## config.mk

```make
export PLATFORM = sky130hd
export DESIGN_NAME = load_store_unit
export DESIGN_NICKNAME = d
export VERILOG_FILES = /design/src/rtl/lsu_pkg.sv /design/src/rtl/lsu_align.sv /design/src/rtl/load_store_unit.sv
export SDC_FILE = /design/constraint.sdc
export NUM_CORES = 1
export LEC_CHECK = 0
export CAP_MARGIN = 20
export CORE_MARGIN = 2
export CORE_UTILIZATION = 30
export DETAILED_ROUTE_END_ITERATION = 10
export PLACE_DENSITY = 0.5
export SYNTH_ARGS = -nofsm -noshare
export SYNTH_HDL_FRONTEND = slang
export SYNTH_HIERARCHICAL = 1
export SYNTH_SLANG_ARGS = --single-unit
```

## constraint.sdc

```tcl
create_clock -name clk_in -period 4.45 [get_ports clk_in]
set_clock_uncertainty 0.05 [all_clocks]
set_input_delay 1.335 -clock clk_in [delete_from_list [all_inputs] [get_ports clk_in]]
set_output_delay 1.335 -clock clk_in [all_outputs]
set_load 0.02 [all_outputs]
```

## src/rtl/lsu_pkg.sv

```systemverilog
// lsu_pkg: shared definitions for the load/store unit.
//   - access size encodings (11 behaves as a word access)
//   - FSM state enum
//   - default access timeout
package lsu_pkg;

    localparam logic [1:0] SizeByte = 2'b00;
    localparam logic [1:0] SizeHalf = 2'b01;
    localparam logic [1:0] SizeWord = 2'b10;

    localparam int unsigned TimeoutDefault = 255;

    typedef enum logic [1:0] {
        StIdle = 2'b00,
        StReq  = 2'b01,
        StWait = 2'b10
    } lsu_state_e;

    // Fold the reserved encoding 11 onto a word access.
    function automatic logic [1:0] normalize_size(input logic [1:0] size);
        return (size == 2'b11) ? SizeWord : size;
    endfunction

endpackage

```

## src/rtl/lsu_align.sv

```systemverilog
// lsu_align: combinational data alignment for the load/store unit.
// Ports:
//   addr_lo       in   low two address bits of the access
//   size          in   normalized access size (byte/half/word)
//   load_unsigned in   1 = zero-extend load data, 0 = sign-extend
//   store_data    in   raw store operand (rs2)
//   rdata         in   raw memory read word
//   be            out  byte enables for the access
//   wdata         out  store data replicated across the word
//   load_data     out  extracted and extended load result
module lsu_align
    import lsu_pkg::*;
(
    input  logic [1:0]  addr_lo,
    input  logic [1:0]  size,
    input  logic        load_unsigned,
    input  logic [31:0] store_data,
    input  logic [31:0] rdata,
    output logic [3:0]  be,
    output logic [31:0] wdata,
    output logic [31:0] load_data
);

    logic [31:0] shifted;

    assign shifted = rdata >> {addr_lo, 3'b000};

    always_comb begin
        be        = 4'b1111;
        wdata     = store_data;
        load_data = shifted;
        if (size == SizeByte) begin
            be        = 4'b0001 << addr_lo;
            wdata     = {4{store_data[7:0]}};
            load_data = load_unsigned ? {24'b0, shifted[7:0]}
                                      : {{24{shifted[7]}}, shifted[7:0]};
        end else if (size == SizeHalf) begin
            be        = 4'b0011 << {addr_lo[1], 1'b0};
            wdata     = {2{store_data[15:0]}};
            load_data = load_unsigned ? {16'b0, shifted[15:0]}
                                      : {{16{shifted[15]}}, shifted[15:0]};
        end
    end

endmodule

```

## src/rtl/load_store_unit.sv

```systemverilog
// load_store_unit: single-outstanding load/store engine between execute and the data bus.
// Ports:
//   clk_in, rst_in            clock, asynchronous active-low reset
//   valid_in, load_in,
//   store_in, addr_in,
//   store_data_in,
//   load_size_in,
//   load_unsigned_in,
//   rd_addr_in                memory operation from execute
//   busy_out                  stall request to upstream pipeline registers
//   dmem_*_out                request, write strobe, word address, data, byte enables
//   dmem_gnt_in, dmem_rvalid_in, dmem_err_in, dmem_rdata_in   bus response
//   load_data_out, load_valid_out, rd_addr_out                writeback result
//   misaligned_out, access_fault_out                          one-cycle exception pulses
module load_store_unit
    import lsu_pkg::*;
#(
    parameter int unsigned TIMEOUT = TimeoutDefault
) (
    input  logic        clk_in,
    input  logic        rst_in,
    input  logic        valid_in,
    input  logic        load_in,
    input  logic        store_in,
    input  logic [31:0] addr_in,
    input  logic [31:0] store_data_in,
    input  logic [1:0]  load_size_in,
    input  logic        load_unsigned_in,
    input  logic [4:0]  rd_addr_in,
    output logic        busy_out,
    output logic        dmem_req_out,
    output logic        dmem_we_out,
    output logic [31:0] dmem_addr_out,
    output logic [31:0] dmem_wdata_out,
    output logic [3:0]  dmem_be_out,
    input  logic        dmem_gnt_in,
    input  logic        dmem_rvalid_in,
    input  logic        dmem_err_in,
    input  logic [31:0] dmem_rdata_in,
    output logic [31:0] load_data_out,
    output logic        load_valid_out,
    output logic [4:0]  rd_addr_out,
    output logic        misaligned_out,
    output logic        access_fault_out
);

    lsu_state_e  state_q, state_d;
    logic [31:0] cnt_q, cnt_d;
    logic [31:0] addr_q, addr_d;
    logic [31:0] sdata_q, sdata_d;
    logic [1:0]  size_q, size_d;
    logic        is_load_q, is_load_d;
    logic        unsigned_q, unsigned_d;
    logic [4:0]  rd_q, rd_d;
    logic [31:0] load_data_q, load_data_d;
    logic        load_valid_q, load_valid_d;
    logic [4:0]  rd_out_q, rd_out_d;
    logic        misaligned_q, misaligned_d;
    logic        fault_q, fault_d;

    logic        is_mem, misaligned, timeout_hit, in_req;
    logic [1:0]  size_in_n;
    logic [3:0]  be;
    logic [31:0] wdata, load_ext;

    assign size_in_n   = normalize_size(load_size_in);
    assign is_mem      = valid_in & (load_in | store_in);
    assign misaligned  = ((size_in_n == SizeHalf) & addr_in[0]) |
                         ((size_in_n == SizeWord) & (addr_in[1:0] != 2'b00));
    // Counter value of the last cycle allowed before the access is abandoned.
    assign timeout_hit = (cnt_q >= 32'(TIMEOUT - 1));
    assign in_req      = (state_q == StReq);

    lsu_align u_align (
        .addr_lo       (addr_q[1:0]),
        .size          (size_q),
        .load_unsigned (unsigned_q),
        .store_data    (sdata_q),
        .rdata         (dmem_rdata_in),
        .be            (be),
        .wdata         (wdata),
        .load_data     (load_ext)
    );

    always_comb begin
        state_d      = state_q;
        cnt_d        = cnt_q;
        addr_d       = addr_q;
        sdata_d      = sdata_q;
        size_d       = size_q;
        is_load_d    = is_load_q;
        unsigned_d   = unsigned_q;
        rd_d         = rd_q;
        load_data_d  = load_data_q;
        load_valid_d = 1'b0;
        rd_out_d     = rd_out_q;
        misaligned_d = 1'b0;
        fault_d      = 1'b0;
        unique case (state_q)
            StIdle: begin
                if (is_mem) begin
                    if (misaligned) begin
                        misaligned_d = 1'b1;
                    end else begin
                        addr_d     = addr_in;
                        sdata_d    = store_data_in;
                        size_d     = size_in_n;
                        is_load_d  = load_in;  // load wins when both are set
                        unsigned_d = load_unsigned_in;
                        rd_d       = rd_addr_in;
                        cnt_d      = 32'd0;
                        state_d    = StReq;
                    end
                end
            end
            StReq: begin
                cnt_d = cnt_q + 32'd1;
                if (dmem_gnt_in) begin
                    state_d = is_load_q ? StWait : StIdle;
                end else if (timeout_hit) begin
                    fault_d = 1'b1;
                    state_d = StIdle;
                end
            end
            StWait: begin
                cnt_d = cnt_q + 32'd1;
                if (dmem_rvalid_in) begin
                    if (dmem_err_in) begin
                        fault_d = 1'b1;
                    end else begin
                        load_valid_d = 1'b1;
                        load_data_d  = load_ext;
                        rd_out_d     = rd_q;
                    end
                    state_d = StIdle;
                end else if (timeout_hit) begin
                    fault_d = 1'b1;
                    state_d = StIdle;
                end
            end
            default: state_d = StIdle;
        endcase
    end

    always_ff @(posedge clk_in or negedge rst_in) begin
        if (!rst_in) begin
            state_q      <= StIdle;
            cnt_q        <= 32'd0;
            addr_q       <= 32'd0;
            sdata_q      <= 32'd0;
            size_q       <= SizeByte;
            is_load_q    <= 1'b0;
            unsigned_q   <= 1'b0;
            rd_q         <= 5'd0;
            load_data_q  <= 32'd0;
            load_valid_q <= 1'b0;
            rd_out_q     <= 5'd0;
            misaligned_q <= 1'b0;
            fault_q      <= 1'b0;
        end else begin
            state_q      <= state_d;
            cnt_q        <= cnt_d;
            addr_q       <= addr_d;
            sdata_q      <= sdata_d;
            size_q       <= size_d;
            is_load_q    <= is_load_d;
            unsigned_q   <= unsigned_d;
            rd_q         <= rd_d;
            load_data_q  <= load_data_d;
            load_valid_q <= load_valid_d;
            rd_out_q     <= rd_out_d;
            misaligned_q <= misaligned_d;
            fault_q      <= fault_d;
        end
    end

    // Bus fields are driven only while requesting so idle and reset show zeros.
    assign dmem_req_out     = in_req;
    assign dmem_we_out      = in_req & ~is_load_q;
    assign dmem_addr_out    = in_req ? {addr_q[31:2], 2'b00} : 32'd0;
    assign dmem_wdata_out   = in_req ? wdata : 32'd0;
    assign dmem_be_out      = in_req ? be : 4'd0;
    // Gated by reset so the stall request is also 0 while reset is held.
    assign busy_out         = rst_in & ((state_q != StIdle) | (is_mem & ~misaligned));
    assign load_data_out    = load_data_q;
    assign load_valid_out   = load_valid_q;
    assign rd_addr_out      = rd_out_q;
    assign misaligned_out   = misaligned_q;
    assign access_fault_out = fault_q;

endmodule

```

# After elaboration in Yosys (flattened, before gate mapping)
# Cells that the tools add are included.
[op_classes] eq_ne=8 reduce_logical=10 add_sub_neg=1 n_mux=33 n_bitwise=12 shift=3 n_lt_le_gt_ge=1
[op_table] cell="32-bit 2-to-1 mux" count=10
[op_table] cell="32-bit case mux with 2 select lines" count=1
[op_table] cell="32-bit by 1-bit adder with 32-bit output (second input constant)" count=1
[op_table] cell="32-bit by 8-bit greater-or-equal comparator with 1-bit output (second input constant)" count=1
[op_table] cell="32-bit by 5-bit >> shifter with 32-bit output" count=1
[op_table] cell="2-bit 2-to-1 mux" count=7
[op_table] cell="4-bit 2-to-1 mux" count=3
[op_table] cell="1-bit 2-to-1 mux" count=10
[op_table] cell="3-bit AND reduction" count=3
[op_table] cell="1-bit AND" count=6
[op_table] cell="2-bit by 1-bit equality test with 1-bit output (second input constant)" count=3
[op_table] cell="2-bit equality test (second input constant)" count=3
[op_table] cell="2-bit case mux with 3 select lines" count=1
[op_table] cell="2-bit nonzero test" count=3
[op_table] cell="2-bit logical NOT" count=2
[op_table] cell="2-bit != test (second input constant)" count=2
[op_table] cell="1-bit by 2-bit << shifter with 4-bit output (first input constant)" count=1
[op_table] cell="2-bit by 2-bit << shifter with 4-bit output (first input constant)" count=1
[op_table] cell="1-bit NOT" count=3
[op_table] cell="1-bit OR" count=3
[op_table] cell="1-bit case mux with 2 select lines" count=1
[op_table] cell="2-bit AND reduction" count=1
[op_table] cell="2-bit OR reduction" count=1
[word_totals] in_bits=112 word_cells=81 ff_bits=147

# Depth between registers and ports, before layout
[depth] depth_word=9 ltp_mapped=9 depth_no_buf=7

# By module
# Netlist, hierarchy kept.
[by_module_without_submodules] module="load_store_unit" instances=1 cells_each=623 area_each_um2=6668.9 seq_area_each_um2=3678.5
[by_module_without_submodules] module="lsu_align" instances=1 cells_each=173 area_each_um2=1266.2 seq_area_each_um2=0.0

# Worst setup path before layout
# Ideal clock, no wire load.
[synth_timing] path_kind="input -> output" start="input port addr_in[0]" end="output port busy_out" slack_ns=0.899 cell_stages=3 arrival_ns=2.166 n_path_buf=0 t_required_ns=3.065 path_cell_list="o21a_1 o31ai_1 and2_1"
[synth_between] elab_chain_len=7 elab_cells_between_ends=8
[synth_rtl] item="from (decl)" line="load_store_unit.sv:25" source="input logic [31:0] addr_in,"
[synth_rtl] item="2-bit nonzero test" line="load_store_unit.sv:69" source="((size_in_n == SizeWord) & (addr_in[1:0] != 2'b00));"
[synth_rtl] item="1-bit AND" line="load_store_unit.sv:69"
[synth_rtl] item="1-bit OR *" line="load_store_unit.sv:68" source="assign misaligned = ((size_in_n == SizeHalf) & addr_in[0]) |"
[synth_rtl] item="1-bit NOT (no source line) *"
[synth_rtl] item="1-bit AND *" line="load_store_unit.sv:184" source="assign busy_out = rst_in & ((state_q != StIdle) | (is_mem & ~misaligned));"
[synth_rtl] item="1-bit OR *" line="load_store_unit.sv:184"
[synth_rtl] item="1-bit AND *" line="load_store_unit.sv:184"
[synth_rtl] item="to (decl)" line="load_store_unit.sv:30" source="output logic busy_out,"
# Mark *: on every way between the ends. The rest lies on a longest branch, timed or not.

# Final worst setup path
# Ends and elaborated chain as after synthesis.

==> summary.log <==
qor: run_status.run_status finished, final reports clean
qor: synthesis.synth.lib_cells_used.distinct 58
qor: placed_design.placed_cells_incl_taps 1,310
qor: clocking.cts_made_buffers 17
qor: synthesis.yosys_warnings 6
qor: cells_and_area.seqCellArea 0.003679 mm2
qor: placed_design.placed_area 0.01039 mm2
qor: drt.initialDrtViolationCount 339
qor: synthesis.yosys_register_bits 147
qor: power.worst_ir_drop_vdd 0.3737 mV
qor: setup_path.timing.critical_path.arrival 2.92 ns
qor: drt.routed-via-count 6,335
qor: setup_path.timing.critical_path.from_type input pin
qor: job.drv_cap 0
qor: floorplanning.dieArea 0.02777 mm2
qor: setup_path.worst_path_required_time 3.06 ns
qor: sta.finalSetupViolations 0
qor: setup_path.crit_path_max_fanout 4
qor: global_route.grt_pass1_vias 6,509
qor: synthesis.synth_top_cell_by_area dfrtp_1
qor: power.power.static_leakage 4.603 nW
qor: sta.timing.final.crit_share 96.82%
qor: placed_design.dp_worst_setup_slack -0.09976 ns
qor: cells_and_area.share_of_final_layout_standard_cells_stronger_than_drive_strength_1 16.90%
qor: placed_design.io_buffers 220
qor: min_path.worstHoldPathCells 2
qor: global_route.grt_max_degree 148
qor: setup_path.reg2reg_depth 7
qor: setup_path.timing_worst_setup_path_type in -> out
qor: synthesis.ys_async_sr_fraction 100.0%
qor: synthesis.synth_top_flop_cell dfrtp_1
qor: min_path.holdCritPathClass reg -> reg
qor: drt.ant_nets 0
qor: global_route.grt_pass1_wl 37,560 um
qor: drt.drt-wirelength-per-cell 17.48 um
qor: drt.detail_route.first_pass.iterations 4
qor: cells_and_area.finish.utilization 42.22%
qor: cells_and_area.final_std_cells_w_o_fill 1,341
qor: clocking.cts.repair_timing.setup_buffer_count 0
qor: sta.slew-limit-headroom 42.83%
qor: drt.final_routed_drc_violation_total 0
qor: clocking.clockBufferDepth 2
qor: cells_and_area.final.fill_count 2,557
qor: drt.finalWirelength 23,450 um
qor: sta.finalWorstSetupSlack 0.1415 ns
qor: power.total_power 7.082 mW
qor: synthesis.synth.yosys.seq_area_share 46.36%
qor: clocking.cts_hold_repair.buffers 0
qor: clocking.cts_tree built
qor: synthesis.synth_area_leaders dfrtp_1 46%, mux2_2 15%, nand2_1 7.6%
qor: power.pwr_density_cell 645.5 mW/mm2
qor: cells_and_area.fin_nets 1,112
qor: sta.setup_tns 0 ns
qor: floorplanning.effective_utilization_at_floorplan 30.54%
qor: drt.post_drt_via_cell_ratio 4.724
qor: cells_and_area.antenna_cells_inserted 0
qor: floorplanning.boundaryPins 223
qor: cells_and_area.fin_area 0.01097 mm2
qor: cells_and_area.layout_common_cells 218 x clkdlybuf4s50_1, 160 x nand2_1, 147 x dfrtp_1, 103 x mux2_2, 69 x and2_1
qor: cells_and_area.area_growth_syn_to_layout 38.25%
qor: floorplanning.design.core.area 0.02598 mm2
qor: placed_design.gp_congestion 0.7758
qor: clocking.clock_tree.htree_level_count 4
qor: clocking.clk_latency 0.42 ns
qor: clocking.clk_transition_reported_paths 0.06 ns
qor: floorplanning.floorplan.die.height 166.6 um
qor: floorplanning.die_w 166.6 um
qor: sta.rsz_0062_raised_after_global_routing false
qor: cells_and_area.multiInputGateArea 0.003884 mm2
qor: sta.timing.hold.ws 0.4059 ns
qor: setup_path.cp-end-kind output port
qor: sta.max_slew.worst_pin.slew 0.8457 ns
qor: global_route.track_usage 17.07%
qor: clocking.tritoncts_sinks 147
qor: floorplanning.placementRows 59
qor: synthesis.syn_inst 796
qor: synthesis.synth_enable_flop_cells 0
qor: sta.finalCriticalPeriod 4.308 ns
qor: sta.fmaxAchievable 232.1 MHz
qor: placed_design.dp.final_hpwl 16,130 um
qor: synthesis.post_synth_instance_area 0.007935 mm2
qor: clocking.cts.root.buffer_cell clkbuf_16
qor: sta.timing_hold_violations_final 0
qor: synthesis.avgSynthCellArea 9.969 um2
qor: global_route.antenna_found_initial 0
qor: cells_and_area.most_frequent_standard_cell_in_the_layout_excluding_fill_and_tap_cells clkdlybuf4s50_1
qor: synthesis.synth_largest_type_area_fraction 46.36%
qor: sta.final_max_slew_viol_count 0
qor: global_route.global_route.overflow_total 0
[worst paths after layout]
| kind | startpoint | endpoint | slack [ns] |
|---|---|---|---|
| setup reg to reg | state_q[0] | cnt_q[29] | 1.75 |
| hold / removal | rd_q[4] | rd_addr_out[4] | 0.41 |
| max in group asynchronous | rst_in | cnt_q[13] | 2.73 |
| setup / recovery | addr_in[0] | busy_out | 0.14 |
| hold reg to reg | rd_q[4] | rd_addr_out[4] | 0.41 |
| min in group asynchronous | rst_in | rd_q[0] | 0.97 |
[kinds of logic after synthesis]
logic type               share of synthesized area, %
AND/OR/NAND/NOR                                 21.57
flip-flops                                      46.36
multiplexers                                    17.01
buffers and inverters                           4.935
AO/OA/AOI/OAI                                   6.591
XOR/XNOR                                        2.539
adder cells (fa/ha/maj)                        0.9460
other                                         0.04726
[layout make-up]
type / count / area share [%]
well taps: 335 / 3.821
multi-input cells: 575 / 35.40
clock inverters: 11 / 1.152
repair buffers: 238 / 21.42
inverters: 15 / 0.5132
flip-flops and latches: 147 / 33.53
clock buffers: 20 / 4.163
[routing by layer]
layer	vias to the layer above	routed length (um)	track usage [%]
met4	0	247	4.723
met3	14	1336	4.254
met2	178	10630	26.57
li1	3101	-	-
met5	-	0	0
met1	3042	11230	23.66
[critical path: stages]
cell and delay, ns:
clkdlybuf4s50_1 0.46, o21a_1 0.26, o31ai_1 0.25, buf_4 0.17
and2_1 0.12, dlygate4sd2_1 0.33
[flip-flops by register name (all words and copies together), names as in the netlist]
| name | cells |
|---|---|
| rd_q | 5 |
| load_valid_out | 1 |
| is_load_q | 1 |
| cnt_q | 32 |
| rd_addr_out | 5 |
| sdata_q | 32 |
| access_fault_out | 1 |
| unsigned_q | 1 |
| addr_q | 32 |
| load_data_out | 32 |
| misaligned_out | 1 |
| state_q | 2 |
| size_q | 2 |
[cells in the mapped netlist (3+ instances only)]
cell	number
nor2_1	44
ha_1	6
o211ai_1	17
buf_1	6
mux2i_1	16
a221oi_1	7
clkbuf_1	28
nand4_1	8
a21oi_1	8
and2_1	69
nand2_1	160
nand3_1	8
inv_1	15
buf_2	7
nand2b_1	3
mux2_2	103
nor3_1	9
buf_6	4
o21ai_0	26
dfrtp_1	147
nor4_1	20
or2_2	3
nand4b_1	3
xnor2_1	22
nor2b_1	3
buf_4	12
nor4b_1	3
[where the power goes]
part | leakage [nW] | internal (mW) | switching (mW)
clock | 0.275 | 0.856 | 0.598
sequential | 1.87 | 1.85 | 0.376
combinational | 2.45 | 1.68 | 1.72
[what timing repair did]
action / CTS / global route
resized for setup: 1 / 0
hold endpoints to repair: 0 / 0
endpoints found under the setup margin: 1 / 0
(Power assumes the default switching activity.)
==> RTL edit 1, RTL diff (config.mk and constraints unchanged) <==
`addr_q`, `sdata_q`, `rd_q` and `load_data_q` no longer have a reset.
--- a/src/rtl/load_store_unit.sv
+++ b/src/rtl/load_store_unit.sv
@@ -148,4 +148,2 @@
             cnt_q        <= 32'd0;
-            addr_q       <= 32'd0;
-            sdata_q      <= 32'd0;
             size_q       <= SizeByte;
@@ -153,4 +151,2 @@
             unsigned_q   <= 1'b0;
-            rd_q         <= 5'd0;
-            load_data_q  <= 32'd0;
             load_valid_q <= 1'b0;
@@ -162,4 +158,2 @@
             cnt_q        <= cnt_d;
-            addr_q       <= addr_d;
-            sdata_q      <= sdata_d;
             size_q       <= size_d;
@@ -167,4 +161,2 @@
             unsigned_q   <= unsigned_d;
-            rd_q         <= rd_d;
-            load_data_q  <= load_data_d;
             load_valid_q <= load_valid_d;
@@ -174,2 +166,9 @@
         end
+    end
+
+    always_ff @(posedge clk_in) begin
+        addr_q      <= addr_d;
+        sdata_q     <= sdata_d;
+        rd_q        <= rd_d;
+        load_data_q <= load_data_d;
     end
Check against the original RTL: differs if rst_in is asserted again (counterexample within 4 cycles, from zero or initial values and one cycle with rst_in low); with rst_in held inactive, the same outputs for 4 cycles.
==> RTL edit 1 against the unedited design <==
  * Cell area decreased by 5.4%
  * Cell count is 13% lower
  * Setup slack better by 36 ps
  * Largest cell class is now sequential cells
  * Non-clock buffer count up 2
  * Area after synthesis fell by 8.9%
  * First-iteration DRC count decreased by 18%
  * Sequential cell count unchanged
  * Routed wire length decreased by 12%
  * Sequential power is 22% lower
  * Critical endpoint unchanged
  * Largest power group unchanged
  * Total power down 29%
==> RTL edit 1: results (changes against the unedited design) <==
metric;value;unit;change
placed inst area;0.00980;sq mm;was 0.0104 sq mm
Syn Inst Count;617;;was 796
GPL Wtd Cong;0.784;;was 0.776
fill count;2248;;was 2557
flop2flop setup slack;1580;ps;was 1750 ps
max incr delay on CP;410;ps;was 460 ps
DR WL/cell;17.6;um;was 17.5 um
Final Instance Count excl. Fillers;1168;;was 1341
hold worst-path end;rd_addr_out[2]$_DFFE_PN0P_;;was rd_addr_out[4]$_DFFE_PN0P_
Seq/Total Area, Yosys;0.579;;was 0.464
peak fanout along the critical path;3;;was 4
first-pass GRT wire length;32500;um;was 37600 um
library cells used by synthesis;55;;was 58
P_int;3340;uW;was 4380 uW
ys flop type;edfxtp_1;;was dfrtp_1
HPWL after detailed placement;15100;um;was 16100 um
RR Endpoint;cnt_q[28]$_DFFE_PN0P_;;was cnt_q[29]$_DFFE_PN0P_
Post-synth EDFFs;101;;was 0
Final nets;953;;was 1112
Via density;4.74;;was 4.72
most area-consuming cells after synthesis;edfxtp_1, dfrtp_1, mux2_2;;was dfrtp_1, mux2_2, nand2_1
dpl cells;1135;;was 1310
status;completed;;unchanged
Leak;0.00377;uW;was 0.00460 uW
worst hold start;rd_q[2]$_DFFE_PP_;;was rd_q[4]$_DFFE_PN0P_
grt met1 use;0.203;;was 0.237
worst vdd ir;0.272;mV;was 0.374 mV
Worst Tran Pin Value;714;ps;was 846 ps
Critical Path AT;2890;ps;was 2920 ps
async set-reset flop share out of synthesis;0.313;;was 1.00
Synth top cells by count;edfxtp_1, and2_1, nand2_1;;was nand2_1, dfrtp_1, mux2_2
vias in the first global route;5813;;was 6509
largest net degree at the start of global routing;47;;was 148
RTL edit 1: changes by cell type after synthesis, moves of 3 or more:
cell	unedited run	this run
a21oi_1	8	14
buf_1	6	2
clkbuf_1	28	19
dfrtp_1	147	46
edfxtp_1	0	101
mux2_2	103	38
nand2_1	160	56
nand3_1	8	12
nand4b_1	3	0
nor2_1	44	37
nor3_1	9	4
o21ai_0	26	32
or3_1	1	12
xnor2_1	22	16
RTL edit 1: logic make-up (layout without fill, tap and decap cells):
logic type / Yosys count / in the layout / synth area share
muxes: 55 / 55 / 0.0841
DFF: 147 / 147 / 0.579
AOI/OAI and AO/OA: 90 / 90 / 0.0855
buffers and inverters: 58 / 288 / 0.0393
adders and majority gates: 6 / 6 / 0.0104
other: 1 / 3 / 0.000519
xor gates and xnor gates: 18 / 18 / 0.0218
and+or+nand+nor: 242 / 242 / 0.180
RTL edit 1: final cells by class:
type / instances / share of cell area
clock inverter: 15 / 0.0151
tap: 319 / 0.0384
inverter: 16 / 0.00579
antenna: 1 / 0.000241
sequential: 147 / 0.403
multi-input combinational: 413 / 0.267
clock buffer: 17 / 0.0410
timing repair buffer: 240 / 0.230
RTL edit 1: worst max-delay path by stage:
stage          depth (start not counted)  startpoint                  end
2_1_floorplan                          3  addr_in[0]  addr_q[0]$_DFFE_PP_
3_3_place_gp                           6  addr_in[0]             busy_out
3_5_place_dp                           6  addr_in[0]             busy_out
4_1_cts                                6  addr_in[0]             busy_out
5_1_grt                                6  addr_in[0]             busy_out
6_report                               6  addr_in[0]             busy_out
RTL edit 1: power by group through the flow:
| stage | sequential (uW) | combinational [uW] | clock [uW] |
|---|---|---|---|
| after floorplan | 1780 | 1060 | 0 |
| after global placement | 1770 | 1870 | 0 |
| after detailed placement | 1780 | 1880 | 0 |
| after CTS | 1750 | 1890 | 1470 |
| after global routing | 1770 | 2010 | 1530 |
| final | 1750 | 1860 | 1430 |
RTL edit 1: through the flow:
| step | setup slack [ps] | utilization | hold WS [ps] |
|---|---|---|---|
| after floorplan | 670 | - | 405 |
| after global placement | -128 | 0.416 | 409 |
| after detailed placement | -106 | 0.416 | 419 |
| after CTS | 145 | 0.441 | 430 |
| after global routing | 58.6 | 0.441 | 448 |
| final | 177 | 0.441 | 431 |
RTL edit 1: routing by layer:
metal,routed length (um),share of wire,vias to the layer above
met5,0,0,-
met4,466,0.023,0
met3,1340,0.065,27
met2,9750,0.47,206
met1,9040,0.44,2652
li1,-,-,2650
RTL edit 1: what timing repair did:
action	in CTS	in global routing
gates resized for setup	1	0
endpoints found under the hold margin	0	0
setup endpoints to repair	1	0
==> RTL edit 2, RTL diff (config.mk and constraints unchanged) <==
Made on the original files. Set the package constant `TimeoutDefault` to 127 (it was 255).
--- a/src/rtl/lsu_pkg.sv
+++ b/src/rtl/lsu_pkg.sv
@@ -10,3 +10,3 @@
 
-    localparam int unsigned TimeoutDefault = 255;
+    localparam int unsigned TimeoutDefault = 127;
 
Function: no difference found for any inputs over 4 cycles, from zero or initial values and one cycle with rst_in low; that may be too few to reach the edited logic, so the function may still have changed.
==> RTL edit 2 against the unedited design <==
  * Count of clock-buffer cells in the layout decreased by 1
  * Area after synthesis decreased by 1.0%
  * Cell area increased by 0.44%
  * Setup slack improved by 100 ps
  * Total power increased by 2.8%
  * Routed wire length decreased by 1.6%
  * Sequential cell count unchanged
  * Maximum frequency increased by 2.4%
  * Critical endpoint unchanged
  * Largest cell class unchanged
  * Largest power group unchanged
  * Highest routed layer is now met5
==> RTL edit 2: results (changes against the unedited design) <==
metric;value;unit;change
status;completed;;unchanged
max incr delay on CP;500;ps;was 460 ps
reg2reg start;cnt_q[10]$_DFFE_PN0P_;;was state_q[0]$_DFFE_PN0P_
Via density;4.72;;about the same
HPWL after detailed placement;16100;um;about the same
clock transition at the registers of the reported paths;60;ps;about the same
flop2flop setup slack;1830;ps;was 1750 ps
Clk Latency, worst-skew pair;420;ps;about the same
post-CTS setup repair buffer count;0;;unchanged
crit path capture;busy_out;;unchanged
ys flop type;dfrtp_1;;unchanged
CTS Buffer Depth;2;;unchanged
vias in the first global route;6478;;was 6509
GRT Total Usage;0.170;;was 0.171
Leak;0.00466;uW;was 0.00460 uW
drt total wl;23100;um;was 23400 um
largest net degree at the start of global routing;148;;unchanged
H-tree depth;4;;unchanged
RR Endpoint;cnt_q[31]$_DFFE_PN0P_;;was cnt_q[29]$_DFFE_PN0P_
Max Clk Rate;238;MHz;was 232 MHz
slowest CP cell;clkdlybuf4s50_1;;unchanged
Critical Path AT;2820;ps;was 2920 ps
GPL Wtd Cong;0.774;;was 0.776
async set-reset flop share out of synthesis;1.00;;unchanged
Synth top cells by count;nand2_1, dfrtp_1, mux2_2;;unchanged
via count;6355;;was 6335
number of cells on the worst reg-to-reg path;5;;was 7
worst vdd ir;0.298;mV;was 0.374 mV
first-pass GRT wire length;37200;um;was 37600 um
most area-consuming cells after synthesis;dfrtp_1, mux2_2, nand2_1;;unchanged
initial antenna violation count;2;;was 0
Hold Slack;410;ps;was 406 ps
share of layout cells above drive strength 1;0.173;;was 0.169
TritonRoute pass-1 iters;4;;unchanged
dpl cells;1313;;was 1310
drt initial violations;308;;was 339
fill count;2543;;was 2557
beginning of the critical path;addr_in[1];;was addr_in[0]
library cells used by synthesis;52;;was 58
Syn Inst Count;792;;was 796
share of the synthesized area in the top cell type;0.468;;was 0.464
peak fanout along the critical path;4;;unchanged
CTS Buf Count;17;;unchanged
largest delay contributor family on the critical path;buffers and inverters;;unchanged
Hold WC Path Type;flip-flop to flip-flop;;unchanged
clock root buffer;clkbuf_16;;unchanged
Seq/Total Area, Yosys;0.468;;was 0.464
Slew HR;0.449;;was 0.428
Final nets;1115;;was 1112
==> RTL edit 2: kinds of logic after synthesis <==
family	share of synthesized area
multiplexers	0.171
AND/OR/NAND/NOR	0.215
other	0.000478
adder cells (fa/ha/maj)	0.00956
XOR/XNOR	0.0245
AO/OA/AOI/OAI	0.0688
flip-flops	0.468
buffers and inverters	0.0424
==> RTL edit 2: stage by stage <==
step / util / total power (uW) / cell area, sq um / setup slack (ps)
2_1_floorplan: - / 4420 / 7860 / 952
3_3_place_gp: 0.402 / 5870 / 10400 / 30.7
3_5_place_dp: 0.402 / 5880 / 10400 / 7.99
4_1_cts: 0.425 / 7400 / 11000 / 237
5_1_grt: 0.425 / 7800 / 11000 / 127
6_report: 0.425 / 7280 / 11000 / 242
==> RTL edit 2: layout make-up <==
class                   instances  area share
clock inverters                13      0.0135
diodes                          1    0.000227
well taps                     335      0.0380
clock buffers                  19      0.0411
multi-input cells             575       0.350
flip-flops and latches        147       0.334
repair buffers                242       0.218
inverters                      14     0.00477
==> RTL edit 2: worst min-delay path by stage <==
stage / end / depth (start not counted) / start
global placement: rd_addr_out[4]$_DFFE_PN0P_ / 2 / rd_q[4]$_DFFE_PN0P_
detailed placement: rd_addr_out[4]$_DFFE_PN0P_ / 2 / rd_q[4]$_DFFE_PN0P_
CTS: rd_addr_out[4]$_DFFE_PN0P_ / 2 / rd_q[4]$_DFFE_PN0P_
floorplan: rd_addr_out[0]$_DFFE_PN0P_ / 2 / rd_q[0]$_DFFE_PN0P_
global route: rd_addr_out[0]$_DFFE_PN0P_ / 2 / rd_q[0]$_DFFE_PN0P_
finish: rd_addr_out[0]$_DFFE_PN0P_ / 2 / rd_q[0]$_DFFE_PN0P_
==> RTL edit 2: routing by layer <==
layer,vias to the layer above,track usage,routed length [um]
met4,2,0.0461,318
met5,-,0,12
met2,181,0.262,10500
met1,3047,0.236,11000
met3,21,0.0453,1160
li1,3104,-,-
==> RTL edit 2: timing repair <==
| item | in CTS | in global routing |
|---|---|---|
| endpoints found under the hold margin | 0 | 0 |
| endpoints found under the setup margin | 1 | 0 |
| gates resized for setup | 1 | 0 |
==> RTL edit 2: power breakdown <==
part	switching [uW]	total, uW	internal [uW]
registers	319	2160	1840
logic	1870	3640	1770
clock network	619	1480	865
==> RTL edit 2: worst reg2reg max path: cells and delay by family, from the launching register on <==
family / cells / cell delay [ps]
flip-flops: 1 / 460
AND/OR/NAND/NOR: 4 / 1890
AO/OA/AOI/OAI: 1 / 140
